## src/rtl/cs_sample_feeder.sv

```systemverilog
// cs_sample_feeder
//   Transmit-side feeder for a WIN-tap sliding-window smoothing filter.
//   Upstream samples arrive over a valid/ready handshake and are buffered in a
//   FIFO. Once enough samples are buffered, the FIFO is drained at exactly one
//   sample per clock onto X, because the filter shifts its window every edge.
//   y_valid flags the filter output cycles whose window holds WIN fresh,
//   contiguous frame samples.
//
// Ports
//   clk       in   1  clock, rising edge
//   reset     in   1  synchronous, active-low reset
//   in_valid  in   1  upstream sample valid
//   in_data   in   8  upstream sample
//   in_last   in   1  marks in_data as the last sample of a frame
//   in_ready  out  1  FIFO can accept a sample (occupancy < DEPTH)
//   X         out  8  sample driven to the filter
//   x_valid   out  1  X carries a real frame sample this cycle
//   y_valid   out  1  filter Y this cycle covers WIN fresh samples
//   underrun  out  1  sticky: FIFO ran dry in the middle of a frame
//   busy      out  1  feeder is not idle
module cs_sample_feeder #(
  parameter int DEPTH     = 16,
  parameter int PRIME_LVL = 4,
  parameter int WIN       = 9
) (
  input  logic       clk,
  input  logic       reset,
  input  logic       in_valid,
  input  logic [7:0] in_data,
  input  logic       in_last,
  output logic       in_ready,
  output logic [7:0] X,
  output logic       x_valid,
  output logic       y_valid,
  output logic       underrun,
  output logic       busy
);

  localparam int AW = $clog2(DEPTH);
  localparam int CW = AW + 1;
  localparam int WW = $clog2(WIN + 1);

  typedef enum logic [1:0] {
    ST_IDLE,
    ST_PRIME,
    ST_STREAM,
    ST_UNDERRUN
  } state_t;

  logic [8:0]    r_mem [DEPTH];
  logic [AW-1:0] r_wrPtr;
  logic [AW-1:0] r_rdPtr;
  logic [CW-1:0] r_count;
  logic [CW-1:0] r_lastCnt;
  state_t        r_state;
  logic [7:0]    r_x;
  logic          r_xValid;
  logic          r_yValid;
  logic          r_underrun;
  logic [WW-1:0] r_winCnt;

  logic          w_ready;
  logic          w_push;
  logic          w_pop;
  logic [8:0]    w_head;
  logic          w_enough;
  logic          w_enterUnderrun;
  logic          w_winFull;

  // Occupancy-based handshake. Reset gates the push so nothing offered
  // while reset is held ever lands in the FIFO.
  assign w_ready  = (r_count < CW'(DEPTH));
  assign w_push   = reset && in_valid && w_ready;
  assign w_pop    = (r_state == ST_STREAM) && (r_count != '0);
  assign w_head   = r_mem[r_rdPtr];

  // Streaming may (re)start with a full priming level, or earlier when a
  // frame end is already buffered, so short frames are never stuck.
  assign w_enough = (r_count >= CW'(PRIME_LVL)) || (r_lastCnt != '0);

  assign w_enterUnderrun = (r_state == ST_STREAM) && !w_pop;
  assign w_winFull       = (r_winCnt >= WW'(WIN - 1));

  assign in_ready = w_ready;
  assign X        = r_x;
  assign x_valid  = r_xValid;
  assign y_valid  = r_yValid;
  assign underrun = r_underrun;
  assign busy     = (r_state != ST_IDLE);

  // Storage array. Contents need no reset: the pointers and occupancy
  // define what is valid, so clearing those discards everything.
  always_ff @(posedge clk) begin
    if (w_push) begin
      r_mem[r_wrPtr] <= {in_last, in_data};
    end
  end

  // Pointers, occupancy and a count of buffered frame ends. Pointers wrap
  // naturally because DEPTH is a power of two.
  always_ff @(posedge clk) begin
    if (!reset) begin
      r_wrPtr   <= '0;
      r_rdPtr   <= '0;
      r_count   <= '0;
      r_lastCnt <= '0;
    end else begin
      if (w_push) begin
        r_wrPtr <= r_wrPtr + AW'(1);
      end
      if (w_pop) begin
        r_rdPtr <= r_rdPtr + AW'(1);
      end
      r_count   <= r_count + CW'(w_push) - CW'(w_pop);
      r_lastCnt <= r_lastCnt + CW'(w_push && in_last) - CW'(w_pop && w_head[8]);
    end
  end

  // Feeder state machine with registered X/x_valid/underrun. Popping the
  // frame's last entry moves straight to IDLE while that sample is still
  // on X, which guarantees at least one x_valid=0 gap between frames.
  always_ff @(posedge clk) begin
    if (!reset) begin
      r_state    <= ST_IDLE;
      r_x        <= '0;
      r_xValid   <= 1'b0;
      r_underrun <= 1'b0;
    end else begin
      case (r_state)
        ST_IDLE: begin
          r_x      <= '0;
          r_xValid <= 1'b0;
          if (r_count != '0) begin
            r_state <= ST_PRIME;
          end
        end
        ST_PRIME: begin
          r_x      <= '0;
          r_xValid <= 1'b0;
          if (w_enough) begin
            r_state <= ST_STREAM;
          end
        end
        ST_STREAM: begin
          if (w_pop) begin
            r_x      <= w_head[7:0];
            r_xValid <= 1'b1;
            if (w_head[8]) begin
              r_state <= ST_IDLE;
            end
          end else begin
            r_xValid   <= 1'b0;
            r_underrun <= 1'b1;
            r_state    <= ST_UNDERRUN;
          end
        end
        ST_UNDERRUN: begin
          r_xValid   <= 1'b0;
          r_underrun <= 1'b1;
          if (w_enough) begin
            r_state <= ST_STREAM;
          end
        end
        default: begin
          r_state <= ST_IDLE;
        end
      endcase
    end
  end

  // Window tracking. r_winCnt counts the contiguous x_valid cycles before
  // the current one; y_valid is registered one edge later to line up with
  // the filter registering the sample.
  always_ff @(posedge clk) begin
    if (!reset) begin
      r_winCnt <= '0;
      r_yValid <= 1'b0;
    end else begin
      r_yValid <= r_xValid && w_winFull;
      if (!r_xValid || w_enterUnderrun) begin
        r_winCnt <= '0;
      end else if (r_winCnt != WW'(WIN)) begin
        r_winCnt <= r_winCnt + WW'(1);
      end
    end
  end

endmodule

```

## config.mk

```make
export PLATFORM = sky130hd
export DESIGN_NAME = cs_sample_feeder
export DESIGN_NICKNAME = d
export VERILOG_FILES = /design/src/rtl/cs_sample_feeder.sv
export SDC_FILE = /design/constraint.sdc
export NUM_CORES = 1
export LEC_CHECK = 0
export ABC_AREA = 0
export BUFFER_PORTS_ARGS = -buffer_cell sky130_fd_sc_hd__buf_2
export CORE_ASPECT_RATIO = 1.4
export CORE_MARGIN = 2
export CORE_UTILIZATION = 59
export CTS_BUF_LIST = sky130_fd_sc_hd__clkbuf_8
export DETAILED_ROUTE_END_ITERATION = 16
export GPL_TIMING_DRIVEN = 0
export PLACE_DENSITY = 0.76
export SLEW_MARGIN = 20
export SYNTH_ARGS = -nofsm -noshare
export SYNTH_HDL_FRONTEND = slang
export SYNTH_SLANG_ARGS = --single-unit
```

## constraint.sdc

```tcl
create_clock -name clk -period 4.7 [get_ports clk]
set_clock_uncertainty 0.15 [all_clocks]
set_input_delay 0.705 -clock clk [delete_from_list [all_inputs] [get_ports clk]]
set_output_delay 0.705 -clock clk [all_outputs]
set_load 0.05 [all_outputs]
```

==> results of run 1 <==
## power groups by stage
stage | clock [W] | sequential (W) | combinational, W
floorplan | 0 | 0.00186 | 0.000322
global placement | 0 | 0.00186 | 0.000422
detailed placement | 0 | 0.00186 | 0.000454
CTS | 0.000984 | 0.00183 | 0.000456
global route | 0.00104 | 0.00183 | 0.000495
finish | 0.000972 | 0.00183 | 0.000450
## tightest hold or removal path, cell delays in order (launching register included)
cell,delay [ns]
dfxtp_1,0.33
nand2_1,0.05
o21ai_0,0.06
## routing by layer
metal / GRT usage / wire, um
met1: 0.273 / 5430
met5: 0 / 0
met4: 0.104 / 281
met3: 0.0446 / 732
met2: 0.417 / 8210
## cell families (layout without fill, tap and decap cells)
kind of cell    count (synthesis)  count (layout)
xor+xnor                       13              13
mux                            49              49
buf+inv                        48             108
flops                         183             183
compound gates                 29              29
simple gates                   94              94
fa+ha+maj                      29              29
## area by class of cell
| cell class | count | area [um^2] |
|---|---|---|
| clock inverter | 15 | 128 |
| fill | 849 | 4150 |
| inverter | 31 | 116 |
| buffer | 17 | 80.1 |
| clock buffer | 17 | 234 |
| multi-input combinational | 214 | 2220 |
| tap | 150 | 188 |
| timing repair buffer | 28 | 158 |
| sequential | 183 | 5100 |
## through the flow
| step | utilization | hold WS [ns] | cell area (um^2) | setup slack (ns) | cells |
|---|---|---|---|---|---|
| after detailed placement | 0.635 | 0.307 | 7850 | 0.765 | 623 |
| after global placement | 0.630 | 0.298 | 7790 | 0.856 | 619 |
| final | 0.665 | 0.322 | 8230 | 0.768 | 655 |
| after global routing | 0.665 | 0.346 | 8230 | 0.570 | 655 |
| after CTS | 0.664 | 0.327 | 8210 | 0.729 | 655 |
| after floorplan | - | 0.312 | 7480 | 1.50 | 445 |
## layout by cell type, fill, tap and decap left out, types with 4 or more instances in the layout
master	count
and2_1	14
nor2b_1	6
edfxtp_1	144
a21oi_1	7
o21ai_0	13
nor3_2	4
ha_1	27
clkbuf_1	11
xnor2_1	8
xor2_1	5
nor2_1	16
buf_2	27
mux4_2	39
clkbuf_8	17
dfxtp_1	39
inv_1	33
nand2_1	25
nor2_2	6
inv_6	4
## worst max-delay path by stage
stage          slack [ns]                      end  cells past startpoint
2_1_floorplan        1.50  r_lastCnt[4]$_SDFF_PN0_                     15
3_3_place_gp         0.86  r_lastCnt[4]$_SDFF_PN0_                     15
3_5_place_dp         0.76  r_lastCnt[4]$_SDFF_PN0_                     15
4_1_cts              0.73  r_lastCnt[4]$_SDFF_PN0_                     15
5_1_grt              0.57  r_lastCnt[4]$_SDFF_PN0_                     15
6_report             0.77  r_lastCnt[4]$_SDFF_PN0_                     15
## registers in the layout (all words and copies together), names as in the netlist, 2 cells and up, named ones only
name	flops
r_winCnt	4
r_lastCnt	5
r_state	2
r_count	5
r_rdPtr	4
r_wrPtr	4
r_mem	144
X	8
==> flow_metrics.env, run 1 <==
export IMPL_path_max_fanout=7
export IMPL_initial_core_util=0.605
export IMPL_power_total_w=0.00325
export IMPL_grt_first_pass_wirelength_mm=22.7
export IMPL_finalSetupViolations=0
export IMPL_synth_cells_most_frequent="edfxtp_1, dfxtp_1, mux4_2"
export IMPL_slew_violations=0
export IMPL_num_rows=48
export IMPL_synth_top_family_by_area="multiplexers"
export IMPL_dp_hpwl_mm=10.1
export IMPL_root_buffer="clkbuf_8"
export IMPL_cts_sinks=183
export IMPL_tritoncts_num_buffers=17
export IMPL_synth_area_leader_cell="edfxtp_1"
export IMPL_cts_setup_buffers=0
export IMPL_grt_max_degree=18
export IMPL_overflow=0
export IMPL_rrSetupSlack_ns=0.77
export IMPL_p_sw_frac=0.259
export IMPL_critPathCaptureType="flop"
export IMPL_ys_ff_latch=183
export IMPL_muxShareOfSynthArea=0.138
export IMPL_seqPwrFrac=0.562
export IMPL_worstHoldPathCells=2
export IMPL_cts_buffer_depth=2
export IMPL_fin_crit_ns=3.93
export IMPL_power_internal_w=0.00241
export IMPL_drt_wl_total_mm=14.7
export IMPL_rr_startpoint="r_count[2]$_SDFF_PN0_"
export IMPL_core_area_um2=12400
export IMPL_ys_async_sr_fraction=0
export IMPL_syn_area_um2=7480
export IMPL_worst_setup_path_start_kind="flop"
export IMPL_cp_cell_sequence="inv_1 -> ha_1 -> nor4b_1 -> nand2b_1 -> inv_1 -> o21ai_0 -> nor2_1 -> ha_1 -> inv_1 -> ha_1 -> fa_1 -> a21oi_1 -> nor2_1 -> or3_1 -> and3_1"
export IMPL_p_comb_frac=0.138
export IMPL_first_global_vias=4174
export IMPL_synth_cells=445
export IMPL_path_buf_inv=3
export IMPL_synth_ff_type="edfxtp_1"
export IMPL_grt_usage=0.233
export IMPL_run_status="completed"
export IMPL_clock_latency_ns=0.46
export IMPL_fmax_mhz=254
export IMPL_rsz0062_at_grt="no"
export IMPL_p_per_area_nw_per_um2=395
export IMPL_synthTopCellsByArea="edfxtp_1, mux4_2, dfxtp_1"
export IMPL_report_final_hold_viol_count=0
export IMPL_yosysMostFrequentCell="edfxtp_1"
export IMPL_tns_ns=0
export IMPL_nets=533
export IMPL_hp_start="X[0]$_SDFFE_PN0P_"
export IMPL_fp_dieH_um=137
export IMPL_crit_family="simple AND/OR/NAND/NOR gates"
export IMPL_num_vias=3863
export IMPL_max_stage_delay_ns=0.66
export IMPL_worstPathArrival_ns=4.14
export IMPL_ctsHoldBuffers=0
export IMPL_max_slew_margin=0.258
export IMPL_ff2ff_path_depth=15
export IMPL_r2r_end="r_lastCnt[4]$_SDFF_PN0_"
export IMPL_crit_path_top_delay_cell="nor4b_1"
export IMPL_yosysSeqAreaShare=0.682
export IMPL_synth_top_area_frac=0.578
export IMPL_io_pins=25
export IMPL_drtAntennaViolNets=0
export IMPL_finalCritPeriodShare=0.837
export IMPL_ctsResizeCount=0
export IMPL_cts_tree="done"
export IMPL_drtIter0Drc=332
export IMPL_switchingPower_w=0.000840
export IMPL_routed_wire_length_per_instance_um=22.4
export IMPL_critPathLaunch="r_count[2]$_SDFF_PN0_"
export IMPL_synthDistinctLibCells=42
export IMPL_avgSynthCellArea_um2=16.8
export IMPL_yosys_warnings=0
export IMPL_crit_required_ns=4.91
export IMPL_dieArea_um2=13600
export IMPL_synthXorXnorAreaFrac=0.0152
export IMPL_drcViolationCount=0
export IMPL_vias_per_cell=5.90
export IMPL_io_buffers=24
export IMPL_synth_compound_area_frac=0.0241
export IMPL_place_gp_congestion=0.792
export IMPL_syn_nets=486
export IMPL_drive_above_1_share=0.230
export IMPL_synth_simple_area_share=0.0635
export IMPL_synth_edf_count=144
export IMPL_drt_pre_antenna_iters=5
export IMPL_worstMarginPinSlew_ns=1.11
export IMPL_min_path_type="flop to flop"
export IMPL_grt_antenna_before_repair=0
export IMPL_die_w_um=99.2
export IMPL_h_tree_depth=4
export IMPL_peakVddDrop_mv=0.202
export IMPL_diodes=0
export IMPL_syn_to_final_growth_pct=9.91
export IMPL_hold_path_end="X[0]$_SDFFE_PN0P_"
export IMPL_maxCapViolCount=0
export IMPL_crit_type="flop to flop"
export IMPL_p_leak_nw=2.80
export IMPL_clockPowerShare=0.299
export IMPL_cts_clk_slew_worst_paths_ns=0.10
export IMPL_synth_adder_area_share=0.0505
No activity file was read; power rests on OpenSTA's default activity.
==> run 2: changes to the inputs <==
--- a/config.mk
+++ b/config.mk
@@ -9,11 +9,11 @@
 export BUFFER_PORTS_ARGS = -buffer_cell sky130_fd_sc_hd__buf_2
 export CORE_ASPECT_RATIO = 1.4
 export CORE_MARGIN = 2
-export CORE_UTILIZATION = 59
+export CORE_UTILIZATION = 58
 export CTS_BUF_LIST = sky130_fd_sc_hd__clkbuf_8
 export DETAILED_ROUTE_END_ITERATION = 16
 export GPL_TIMING_DRIVEN = 0
-export PLACE_DENSITY = 0.76
+export PLACE_DENSITY = 0.78
 export SLEW_MARGIN = 20
 export SYNTH_ARGS = -nofsm -noshare
 export SYNTH_HDL_FRONTEND = slang
==> constraint.sdc (replaced) <==
create_clock -name clk -period 3.45 [get_ports clk]
set_clock_uncertainty 0.15 [all_clocks]
set_input_delay 0.5175 -clock clk [delete_from_list [all_inputs] [get_ports clk]]
set_output_delay 0.5175 -clock clk [all_outputs]
set_load 0.05 [all_outputs]
==> run 2 against run 1 <==
Critical path depth fell by 2. Sequential power grew 36%. Critical endpoint unchanged. Utilization down 0.95 points. Flip-flop and latch count unchanged. Clock power grew 39%. Via count down 1.1%. Worst hold slack got worse by 0.033 ns. Largest cell class unchanged. Combinational power grew 44%. Sequential share of layout area decreased by 0.98 points. First-iteration DRC count grew 32%. Register-to-register slack got worse by 0.66 ns.
==> flow_metrics.env, run 2 (synthesized netlist as in run 1, its figures left out) <==
export IMPL_grt_max_degree=18
export IMPL_first_global_vias=4056
export IMPL_drtAntennaViolNets=0
export IMPL_io_buffers=24
export IMPL_rrSetupSlack_ns=0.11
export IMPL_min_path_type="input pin to flop"
export IMPL_num_vias=3821
export IMPL_vias_per_cell=5.78
export IMPL_slew_violations=0
export IMPL_place_gp_congestion=0.819
export IMPL_top_register="r_mem"
export IMPL_largest_reg_flops=144
export IMPL_cts_sinks=183
export IMPL_crit_required_ns=3.65
export IMPL_nFillCells=866
export IMPL_nets=537
export IMPL_root_buffer="clkbuf_8"
export IMPL_num_rows=49
export IMPL_endpoint="r_lastCnt[4]$_SDFF_PN0_"
export IMPL_drcViolationCount=0
export IMPL_initial_core_util=0.587
export IMPL_p_leak_nw=2.85
export IMPL_drt_pre_antenna_iters=4
export IMPL_final_cells=661
export IMPL_regArea_um2=5100
export IMPL_io_pins=25
export IMPL_tns_ns=0
export IMPL_max_slew_margin=0.231
export IMPL_finalSetupViolations=0
export IMPL_grt_first_pass_wirelength_mm=22.2
export IMPL_r2r_end="r_lastCnt[4]$_SDFF_PN0_"
export IMPL_power_total_w=0.00449
export IMPL_drive_above_1_share=0.252
export IMPL_hold_ws_ns=0.288
export IMPL_cts_tree="done"
export IMPL_report_final_hold_viol_count=0
export IMPL_drt_wl_total_mm=14.2
export IMPL_critPathCaptureType="flop"
export IMPL_overflow=0
export IMPL_finalCritPeriodShare=0.969
export IMPL_grt_antenna_before_repair=0
export IMPL_dp_hpwl_mm=9.68
export IMPL_final_cell_mix="edfxtp_1, dfxtp_1, mux4_2"
export IMPL_worst_setup_path_start_kind="flop"
export IMPL_syn_to_final_growth_pct=11.7
export IMPL_routed_wire_length_per_instance_um=21.5
export IMPL_worstMarginPinSlew_ns=1.15
export IMPL_clock_latency_ns=0.44
export IMPL_dieArea_um2=13800
export IMPL_h_tree_depth=4
export IMPL_crit_type="flop to flop"
export IMPL_worstPathArrival_ns=3.54
export IMPL_diodes=0
export IMPL_fin_crit_ns=3.34
export IMPL_ff2ff_path_depth=13
export IMPL_cts_buffer_depth=2
export IMPL_drtIter0Drc=438
export IMPL_p_per_area_nw_per_um2=537
export IMPL_fp_dieH_um=138
export IMPL_final_common_cell="edfxtp_1"
export IMPL_peakVddDrop_mv=0.302
export IMPL_path_max_fanout=4
export IMPL_maxCapViolCount=0
export IMPL_fmax_mhz=299
export IMPL_die_w_um=100
export IMPL_grt_usage=0.223
export IMPL_tritoncts_num_buffers=17
export IMPL_multi_input_area_um2=2270
export IMPL_core_area_um2=12800
export IMPL_run_status="completed"
export IMPL_numPlacedInstances=626
export IMPL_cts_clk_slew_worst_paths_ns=0.08
-- run 2: cell types whose count changed in the layout (fill, tap and decap cells not counted), sizes merged --
cell and delta:
inv -7, buf +5, clkinvlp +2, bufinv +1, clkbuf -1, clkinv +3
-- run 2: how the worst min path moves through the flow --
stage                                   startpoint                       end  slack, ns  cells after the start
after floorplan           r_winCnt[1]$_SDFFE_PP0P_  r_winCnt[1]$_SDFFE_PP0P_       0.31                      2
after global placement           X[7]$_SDFFE_PN0P_         X[7]$_SDFFE_PN0P_       0.30                      2
after detailed placement         X[4]$_SDFFE_PN0P_         X[4]$_SDFFE_PN0P_       0.30                      2
after CTS                               in_data[6]    r_mem[13][6]$_DFFE_PP_       0.27                      1
after global routing                       in_last    r_mem[12][8]$_DFFE_PP_       0.29                      1
final                                   in_data[6]     r_mem[5][6]$_DFFE_PP_       0.29                      1
-- run 2: routing by layer --
layer	wire, um	vias to the layer above	global-route usage	part of all wire
li1	-	1767	-	-
met1	5530	1921	0.279	0.39
met2	7540	104	0.376	0.53
met3	724	29	0.0410	0.051
met4	406	0	0.102	0.029
met5	0	-	0	0
-- run 2: worst max-delay path: stages, from the launching register on --
cell and delay [ns]:
dfxtp_1 0.38, buf_8 0.13, mux4_2 0.52, mux2_4 0.28, nor2_1 0.10, nor2_1 0.08, ha_1 0.28, inv_1 0.04
ha_1 0.20, fa_2 0.37, a21oi_2 0.14, nor2_1 0.06, or3_1 0.34, and3_1 0.18
-- run 2: where the power goes --
part           switching (W)  internal, W
Clock               0.000717     0.000630
Sequential         0.0000499      0.00244
Combinational       0.000354     0.000292
-- run 2: area by class of cell --
class / count / share of cell area
multi-input cells: 214 / 0.272
clock buffers: 17 / 0.0280
well taps: 153 / 0.0229
plain buffers: 16 / 0.0120
flip-flops and latches: 183 / 0.611
repair buffers: 33 / 0.0234
inverters: 31 / 0.0144
clock inverters: 14 / 0.0165
-- run 2: per-stage QoR --
step | cell area (um^2) | util | setup slack (ns)
finish | 8360 | 0.655 | 0.105
global route | 8360 | 0.655 | -0.0138
CTS | 8300 | 0.651 | 0.00729
detailed placement | 7860 | 0.616 | -0.408
global placement | 7800 | 0.611 | -0.364
floorplan | 7480 | - | 0.248
-- run 2: repair_timing --
| action | CTS | global route |
|---|---|---|
| setup buffers | 2 | 3 |
| gates resized for setup | 15 | 9 |
| endpoints found under the setup margin | 3 | 1 |
| gates cloned | 0 | 0 |
| hold buffers | 0 | 0 |
